[src/rtl/i2c_pkg.sv]
// Shared definitions for the I2C transmit sequencer.
// Holds the host command encodings, response error bit positions and the
// sequencer state enum.
package i2c_pkg;

    // req_cmd encodings
    localparam logic [1:0] CMD_BYTE  = 2'b00;
    localparam logic [1:0] CMD_START = 2'b01;
    localparam logic [1:0] CMD_STOP  = 2'b10;
    localparam logic [1:0] CMD_BIT   = 2'b11;

    // rsp_err bit indices
    localparam int unsigned ERR_WR      = 0;
    localparam int unsigned ERR_BUS     = 1;
    localparam int unsigned ERR_TIMEOUT = 2;

    typedef enum logic [1:0] {
        StIdle,
        StActive,
        StRelease,
        StResp
    } state_e;

endpackage

[src/rtl/i2c_tx_sequencer_if.sv]
// Bundle of the host request/response handshake and the I2C bit-writer lines.
// Modports:
//   slave  - the sequencer side (takes requests, drives the writer)
//   master - the environment side (host plus writer)
interface i2c_tx_sequencer_if;
    // host request / response
    logic       req_valid;
    logic       req_ready;
    logic [1:0] req_cmd;
    logic [7:0] req_data;
    logic       rsp_valid;
    logic       rsp_ready;
    logic [2:0] rsp_err;
    // bit-writer side
    logic       wr_en;
    logic       is_data;
    logic       is_byte;
    logic       command_o;
    logic       data_o;
    logic       wr_ld;
    logic       wr_finish;
    logic       wr_err;
    logic       bus_err;

    modport slave (
        input  req_valid, req_cmd, req_data, rsp_ready, wr_ld, wr_finish, wr_err, bus_err,
        output req_ready, rsp_valid, rsp_err, wr_en, is_data, is_byte, command_o, data_o
    );

    modport master (
        output req_valid, req_cmd, req_data, rsp_ready, wr_ld, wr_finish, wr_err, bus_err,
        input  req_ready, rsp_valid, rsp_err, wr_en, is_data, is_byte, command_o, data_o
    );
endinterface

[src/rtl/i2c_tx_watchdog.sv]
// Timeout counter for the transmit sequencer.
// Ports:
//   clk, rst_n - clock, async active-low reset
//   clear      - zero the counter (request accepted)
//   enable     - count this cycle (sequencer is ACTIVE)
//   expired    - this is the TIMEOUT_CYCLES-th enabled cycle since clear
module i2c_tx_watchdog #(
    parameter int unsigned TIMEOUT_CYCLES = 4096
) (
    input  logic clk,
    input  logic rst_n,
    input  logic clear,
    input  logic enable,
    output logic expired
);

    localparam int unsigned CntW = $clog2(TIMEOUT_CYCLES + 1);

    logic [CntW-1:0] cnt_q;

    // cnt_q counts enabled cycles already elapsed, so the current cycle is
    // number cnt_q+1; firing at TIMEOUT_CYCLES-1 gives exactly TIMEOUT_CYCLES
    // cycles of wr_en before it drops.
    assign expired = enable && (cnt_q == CntW'(TIMEOUT_CYCLES - 1));

    always_ff @(posedge clk or negedge rst_n) begin
        if (!rst_n) begin
            cnt_q <= '0;
        end else if (clear) begin
            cnt_q <= '0;
        end else if (enable && !expired) begin
            cnt_q <= cnt_q + 1'b1;
        end
    end

endmodule

[src/rtl/i2c_tx_sequencer.sv]
// Byte/command sequencer in front of the I2C bit writer.
// Takes one host request at a time (BYTE, START, STOP, BIT), drives the
// writer qualifiers, shifts the byte out MSB-first on wr_ld, waits for
// wr_finish and returns one response with sticky error flags.
// Ports:
//   clk, rst_n - clock, async active-low reset
//   bus        - i2c_tx_sequencer_if.slave (host handshake + writer lines)
// Optional feature: define I2C_TX_TIMEOUT_EN to enable the TIMEOUT_CYCLES
// watchdog (rsp_err[2]); otherwise ACTIVE waits for wr_finish indefinitely.
module i2c_tx_sequencer
    import i2c_pkg::*;
#(
    parameter int unsigned TIMEOUT_CYCLES = 4096
) (
    input  logic                  clk,
    input  logic                  rst_n,
    i2c_tx_sequencer_if.slave     bus
);

    state_e     state_q, state_d;
    logic [7:0] shift_q, shift_d;
    logic [2:0] err_q, err_d;
    logic       is_data_q, is_data_d;
    logic       is_byte_q, is_byte_d;
    logic       command_q, command_d;
    logic       req_ready_q, rsp_valid_q, wr_en_q;
    logic       accept;
    logic       timeout_hit;

    // req_ready_q is only high while IDLE
    assign accept = bus.req_valid && req_ready_q;

`ifdef I2C_TX_TIMEOUT_EN
    i2c_tx_watchdog #(
        .TIMEOUT_CYCLES(TIMEOUT_CYCLES)
    ) u_watchdog (
        .clk    (clk),
        .rst_n  (rst_n),
        .clear  (accept),
        .enable (state_q == StActive),
        .expired(timeout_hit)
    );
`else
    logic unused_timeout_cfg;
    assign unused_timeout_cfg = ^TIMEOUT_CYCLES;
    assign timeout_hit        = 1'b0;
`endif

    always_comb begin
        state_d   = state_q;
        shift_d   = shift_q;
        err_d     = err_q;
        is_data_d = is_data_q;
        is_byte_d = is_byte_q;
        command_d = command_q;

        unique case (state_q)
            StIdle: begin
                if (accept) begin
                    shift_d = bus.req_data;
                    err_d   = '0;
                    state_d = StActive;
                    unique case (bus.req_cmd)
                        CMD_BYTE:  begin is_data_d = 1'b1; is_byte_d = 1'b1; command_d = 1'b0; end
                        CMD_BIT:   begin is_data_d = 1'b1; is_byte_d = 1'b0; command_d = 1'b0; end
                        CMD_START: begin is_data_d = 1'b0; is_byte_d = 1'b0; command_d = 1'b1; end
                        CMD_STOP:  begin is_data_d = 1'b0; is_byte_d = 1'b0; command_d = 1'b0; end
                        default:   ;
                    endcase
                end
            end
            StActive: begin
                // Shift still happens when wr_ld and wr_finish coincide
                if (bus.wr_ld) begin
                    shift_d = {shift_q[6:0], 1'b0};
                end
                err_d[ERR_WR]  = err_q[ERR_WR] | bus.wr_err;
                err_d[ERR_BUS] = err_q[ERR_BUS] | bus.bus_err;
                if (bus.wr_finish) begin
                    state_d = StRelease;
                end else if (timeout_hit) begin
                    err_d[ERR_TIMEOUT] = 1'b1;
                    state_d            = StRelease;
                end
            end
            StRelease: begin
                state_d = StResp;
            end
            StResp: begin
                if (bus.rsp_ready) begin
                    state_d = StIdle;
                end
            end
            default: state_d = StIdle;
        endcase
    end

    always_ff @(posedge clk or negedge rst_n) begin
        if (!rst_n) begin
            state_q     <= StIdle;
            shift_q     <= '0;
            err_q       <= '0;
            is_data_q   <= 1'b0;
            is_byte_q   <= 1'b0;
            command_q   <= 1'b0;
            req_ready_q <= 1'b0;
            rsp_valid_q <= 1'b0;
            wr_en_q     <= 1'b0;
        end else begin
            state_q     <= state_d;
            shift_q     <= shift_d;
            err_q       <= err_d;
            is_data_q   <= is_data_d;
            is_byte_q   <= is_byte_d;
            command_q   <= command_d;
            // Handshake outputs registered from the next state
            req_ready_q <= (state_d == StIdle);
            rsp_valid_q <= (state_d == StResp);
            wr_en_q     <= (state_d == StActive);
        end
    end

    assign bus.req_ready = req_ready_q;
    assign bus.rsp_valid = rsp_valid_q;
    assign bus.rsp_err   = err_q;
    assign bus.wr_en     = wr_en_q;
    assign bus.is_data   = is_data_q;
    assign bus.is_byte   = is_byte_q;
    assign bus.command_o = command_q;
    assign bus.data_o    = shift_q[7];

endmodule

[src/flat_wrapper.sv]
// flat-port wrapper written by rule: the top's interface ports become plain ports
module i2c_tx_sequencer_flat import i2c_pkg::*;
#(
    parameter int unsigned TIMEOUT_CYCLES = 4096
)
  (clk, rst_n, bus_req_valid, bus_req_cmd, bus_req_data, bus_rsp_ready, bus_wr_ld, bus_wr_finish, bus_wr_err, bus_bus_err, bus_req_ready, bus_rsp_valid, bus_rsp_err, bus_wr_en, bus_is_data, bus_is_byte, bus_command_o, bus_data_o);
  i2c_tx_sequencer_if bus_i ();
  input  logic clk;
  input  logic rst_n;
  input wire logic [$bits(bus_i.req_valid)-1:0] bus_req_valid;
  input wire logic [$bits(bus_i.req_cmd)-1:0] bus_req_cmd;
  input wire logic [$bits(bus_i.req_data)-1:0] bus_req_data;
  input wire logic [$bits(bus_i.rsp_ready)-1:0] bus_rsp_ready;
  input wire logic [$bits(bus_i.wr_ld)-1:0] bus_wr_ld;
  input wire logic [$bits(bus_i.wr_finish)-1:0] bus_wr_finish;
  input wire logic [$bits(bus_i.wr_err)-1:0] bus_wr_err;
  input wire logic [$bits(bus_i.bus_err)-1:0] bus_bus_err;
  output wire logic [$bits(bus_i.req_ready)-1:0] bus_req_ready;
  output wire logic [$bits(bus_i.rsp_valid)-1:0] bus_rsp_valid;
  output wire logic [$bits(bus_i.rsp_err)-1:0] bus_rsp_err;
  output wire logic [$bits(bus_i.wr_en)-1:0] bus_wr_en;
  output wire logic [$bits(bus_i.is_data)-1:0] bus_is_data;
  output wire logic [$bits(bus_i.is_byte)-1:0] bus_is_byte;
  output wire logic [$bits(bus_i.command_o)-1:0] bus_command_o;
  output wire logic [$bits(bus_i.data_o)-1:0] bus_data_o;
  assign bus_i.req_valid = bus_req_valid;
  assign bus_i.req_cmd = bus_req_cmd;
  assign bus_i.req_data = bus_req_data;
  assign bus_i.rsp_ready = bus_rsp_ready;
  assign bus_i.wr_ld = bus_wr_ld;
  assign bus_i.wr_finish = bus_wr_finish;
  assign bus_i.wr_err = bus_wr_err;
  assign bus_i.bus_err = bus_bus_err;
  assign bus_req_ready = bus_i.req_ready;
  assign bus_rsp_valid = bus_i.rsp_valid;
  assign bus_rsp_err = bus_i.rsp_err;
  assign bus_wr_en = bus_i.wr_en;
  assign bus_is_data = bus_i.is_data;
  assign bus_is_byte = bus_i.is_byte;
  assign bus_command_o = bus_i.command_o;
  assign bus_data_o = bus_i.data_o;
  i2c_tx_sequencer #(.TIMEOUT_CYCLES(TIMEOUT_CYCLES)) u_core (.clk(clk), .rst_n(rst_n), .bus(bus_i));
endmodule
[config.mk]
export PLATFORM = sky130hd
export DESIGN_NAME = i2c_tx_sequencer_flat
export DESIGN_NICKNAME = d
export VERILOG_FILES = /design/src/rtl/i2c_pkg.sv /design/src/rtl/i2c_tx_sequencer_if.sv /design/src/rtl/i2c_tx_watchdog.sv /design/src/rtl/i2c_tx_sequencer.sv /design/src/flat_wrapper.sv
export SDC_FILE = /design/constraint.sdc
export NUM_CORES = 1
export LEC_CHECK = 0
export CAP_MARGIN = 0
export CORE_ASPECT_RATIO = 0.7
export CORE_MARGIN = 1
export CORE_UTILIZATION = 44
export DETAILED_ROUTE_END_ITERATION = 10
export PLACE_DENSITY = 0.85
export REMOVE_ABC_BUFFERS = 1
export SETUP_SLACK_MARGIN = 0.15
export SLEW_MARGIN = 20
export SYNTH_ARGS = -nofsm -noshare
export SYNTH_HDL_FRONTEND = slang
export SYNTH_SLANG_ARGS = --single-unit
[constraint.sdc]
create_clock -name clk -period 1.6 [get_ports clk]
set_input_delay 0.24 -clock clk [delete_from_list [all_inputs] [get_ports clk]]
set_output_delay 0.24 -clock clk [all_outputs]
set_load 0.02 [all_outputs]
==> implementation parameters <==
Parameter                              Value

CTS
  Buffer depth of the longest clock path    2
  Clk slew on worst S/H paths    ~0.1 ns
  # H-tree levels    1
  CTS tree    done
  Later-pin clock latency in the skew report    approximately 0.30 ns
  Clock tree root buffer cell    clkbuf_4
  Number of buffers inserted during clock tree synthesis    3
  Number of sinks on the clock net    18

Die
  Starting density of the core    0.499
  Area of the die    between 2000 and 2500 um^2
  CORE AREA    about 1700 um^2
  Die boundary width    approximately 54 um
  Site Rows    12
  IO Count    28
  Die height    just under 40 um

STA
  Final Setup Violations    0
  Pins over their slew limit    0
  Fraction of the cycle the final worst path needs    0.905
  Layout Skew    0.00112 ns
  Setup slack after layout    ~0.15 ns
  Number of hold-slack violations in the final timing report    0
  Peak clock frequency supported by timing    slightly below 0.7 GHz
  Final setup TNS    0 ns
  Time the final worst path needs with I/O delays and setup    roughly 1.4 ns
  Worst hold slack across all endpoints    between 0.2 and 0.3 ns
  Setup repair after global routing missed its margin    true

Logic synthesis
  Number of warning messages in the yosys log    0
  Cell variety after synth    22
  Post-synth design cell area    846 um^2
  Cells after Synth    64
  Portion of the post-synthesis area used by sequential elements    0.533
  Cell types occupying the most area after synthesis    dfrtp_1, mux2_4, mux2_1
  Syn Area/Cell    ~13 um^2
  Most area-hungry cell type in the Yosys netlist    dfrtp_1
  Number of synthesized register bits    18
  Area share of the largest cell type after synthesis    0.533

Placed design
  Area after DPL    roughly 1100 um^2
  Global placement routability congestion    a little over 0.7
  Cell Count Post-Placement    roughly 110
  Worst slack at placement    -0.127 ns
  Sum of net half-perimeters after detailed placement    1160 um
  Number of input and output port buffers inserted    26

Setup path
  Critical path peak fanout    8
  Data required time of the worst path    about 1.8 ns
  Worst endpoint data arrival time    1.64 ns
  Library cell contributing the largest single delay on the critical path    dfrtp_2
  Critical path startpoint category    flip-flop
  Critical path capture point type    flip-flop
  Largest stage delay on the critical path    around 0.5 ns
  Critical path start-end classification    flip-flop to flip-flop
  Cell Chain, Critical Path    nor4bb_4 -> buf_4 -> a21oi_4 -> mux2_4

Finish
  Filler instances    around 140
  Signed area change from the synthesized netlist to the final layout    42.8%
  Final standard cell count with taps included and fillers excluded    roughly 120
  Diode insertion count for antenna repair    0
  Fraction of layout instances using a drive strength above 1    0.245
  Final cell area excluding filler cells    about 1200 um^2
  Nets    between 100 and 150

Global routing
  Global route total overflow    0
  All-Layer GR Usage    0.196
  First-pass GRT wire length    between 2000 and 3000 um
  Number of global-route vias before repair    between 500 and 600
  Maximum number of pins on one net before global-route repair    19
  Initial antenna violation count    0

Drt
  Total detailed-routing wirelength    ~1700 um
  Routed wire per std cell    13.9 um
  Count of antenna-violating nets left after detailed routing    0
  Remaining routing DRC violations    0
  DR pass1 iterations    4
  Initial DRC count    3
  Via density    a little under 5
  Total number of vias    590

Job
  Max cap viols    0

Power and ir drop
  Relative contribution of the clock network to total power    0.130
  Switching part of the total    0.353
  Power density normalized to cell area    around 1800 nW/um^2
  Largest vdd supply drop    a little under 1000 uV
  Internal power consumption    around 0.0014 W
  Cell leakage power    just under 0.6 nW
  Part of the total power dissipated in combinational logic    0.488
  Power dissipated by switching net loads    0.000775 W
  Part of the total power dissipated in sequential elements    0.383

Run status
  Run status    finished, final reports clean

Min path
  Hold/Removal Path Class    input pin to async pin
-- metrics by stage --
stage / utilization / power (W)
after global placement: 0.674 / 0.00190
after floorplan: - / 0.00150
after global routing: 0.712 / 0.00235
final: 0.712 / 0.00220
after CTS: 0.712 / 0.00221
after detailed placement: 0.674 / 0.00192
-- sequential cells by signal, indices dropped and copies added, names as in the netlist --
| name | count |
|---|---|
| u_core.bus.is_data | 1 |
| u_core.bus.req_ready | 1 |
| u_core.bus.is_byte | 1 |
| u_core.state_q | 2 |
| u_core.bus.command_o | 1 |
| u_core.bus.rsp_err | 2 |
| u_core.bus.rsp_valid | 1 |
| u_core.bus.wr_en | 1 |
| u_core.shift_q | 8 |
-- per-layer routing --
metal	vias to the layer above	share of wire	wire length, um	track usage
met3	4	0.068	112	0.0706
met1	277	0.47	771	0.242
li1	288	-	-	-
met2	21	0.45	739	0.302
met4	0	0.019	31	0.0962
met5	-	0	0	0
-- critical path, delay by kind of cell (launching register included) --
kind                   cells  cell delay (ns)
multiplexers               1             0.32
flip-flops                 1             0.49
AO/OA/AOI/OAI              1             0.07
AND/OR/NAND/NOR            1             0.30
buffers and inverters      1             0.17
-- layout by cell type (no fill, tap or decap), types with 2 or more instances in the layout --
master / Yosys / final
clkdlybuf4s50_1: 0 / 17
dfrtp_1: 18 / 16
dlygate4sd2_1: 0 / 9
mux2_4: 7 / 7
nand2_1: 7 / 7
mux2_1: 6 / 6
buf_4: 2 / 6
nor2_1: 3 / 3
o21ai_0: 3 / 3
clkbuf_4: 0 / 3
inv_1: 2 / 2
nor2b_4: 1 / 2
a21oi_1: 2 / 2
ha_1: 2 / 2
dfrtp_2: 0 / 2
-- Yosys cell counts, drive strengths merged --
cell	n
o21ai	3
dfrtp	18
ha	2
inv	2
nor4bb	1
a21o	1
nand2b	1
nor3	1
a21oi	3
mux2	14
nand4bb	1
conb	1
a21boi	1
nor2b	1
buf	3
nand2	7
nor2	3
a22o	1
-- logic make-up after synthesis --
group | Yosys count | synth area share
compound gates | 9 | 0.0769
fa+ha+maj | 2 | 0.0296
buf+inv | 5 | 0.0399
flops | 18 | 0.533
mux | 14 | 0.217
other cells | 1 | 0.00443
simple gates | 15 | 0.0991
-- path summary, 6_finish.rpt --
kind / from / to / slack (ns) / cells after the start
setup / recovery: u_core.state_q[1] / u_core.shift_q[6] / 0.15 / 4
hold / removal: rst_n / u_core.bus.wr_en / 0.26 / 2
setup reg to reg: u_core.state_q[1] / u_core.shift_q[6] / 0.15 / 4
hold reg to reg: u_core.bus.is_byte / u_core.bus.is_byte / 0.48 / 2
max in group asynchronous: rst_n / u_core.state_q[1] / 1.13 / 2
min in group clk: u_core.bus.is_byte / u_core.bus.is_byte / 0.48 / 2
-- area by class of cell --
| type | instances | area, um^2 | share of cell area |
|---|---|---|---|
| Sequential cell | 18 | 453 | 0.375 |
| Multi-Input combinational cell | 42 | 390 | 0.323 |
| Timing Repair Buffer | 32 | 294 | 0.244 |
| Clock buffer | 4 | 36.3 | 0.0301 |
| Tap cell | 21 | 26.3 | 0.0218 |
| Inverter | 2 | 7.51 | 0.00622 |
-- power groups by stage --
stage          combinational [W]  clock [W]  sequential [W]
6_report                 0.00107   0.000285        0.000841
5_1_grt                  0.00116   0.000319        0.000875
4_1_cts                  0.00108   0.000300        0.000839
3_5_place_dp             0.00109          0        0.000828
3_3_place_gp             0.00108          0        0.000814
2_1_floorplan           0.000559          0        0.000939
-- timing repair --
| action | CTS | global route |
|---|---|---|
| hold buffers | 0 | 0 |
| gates resized for setup | 14 | 0 |
| setup buffers | 1 | 0 |
| pin swaps | 2 | 1 |
| endpoints found under the setup margin | 16 | 7 |
| gates cloned | 1 | 0 |
Power figures use the tool's default switching activity.
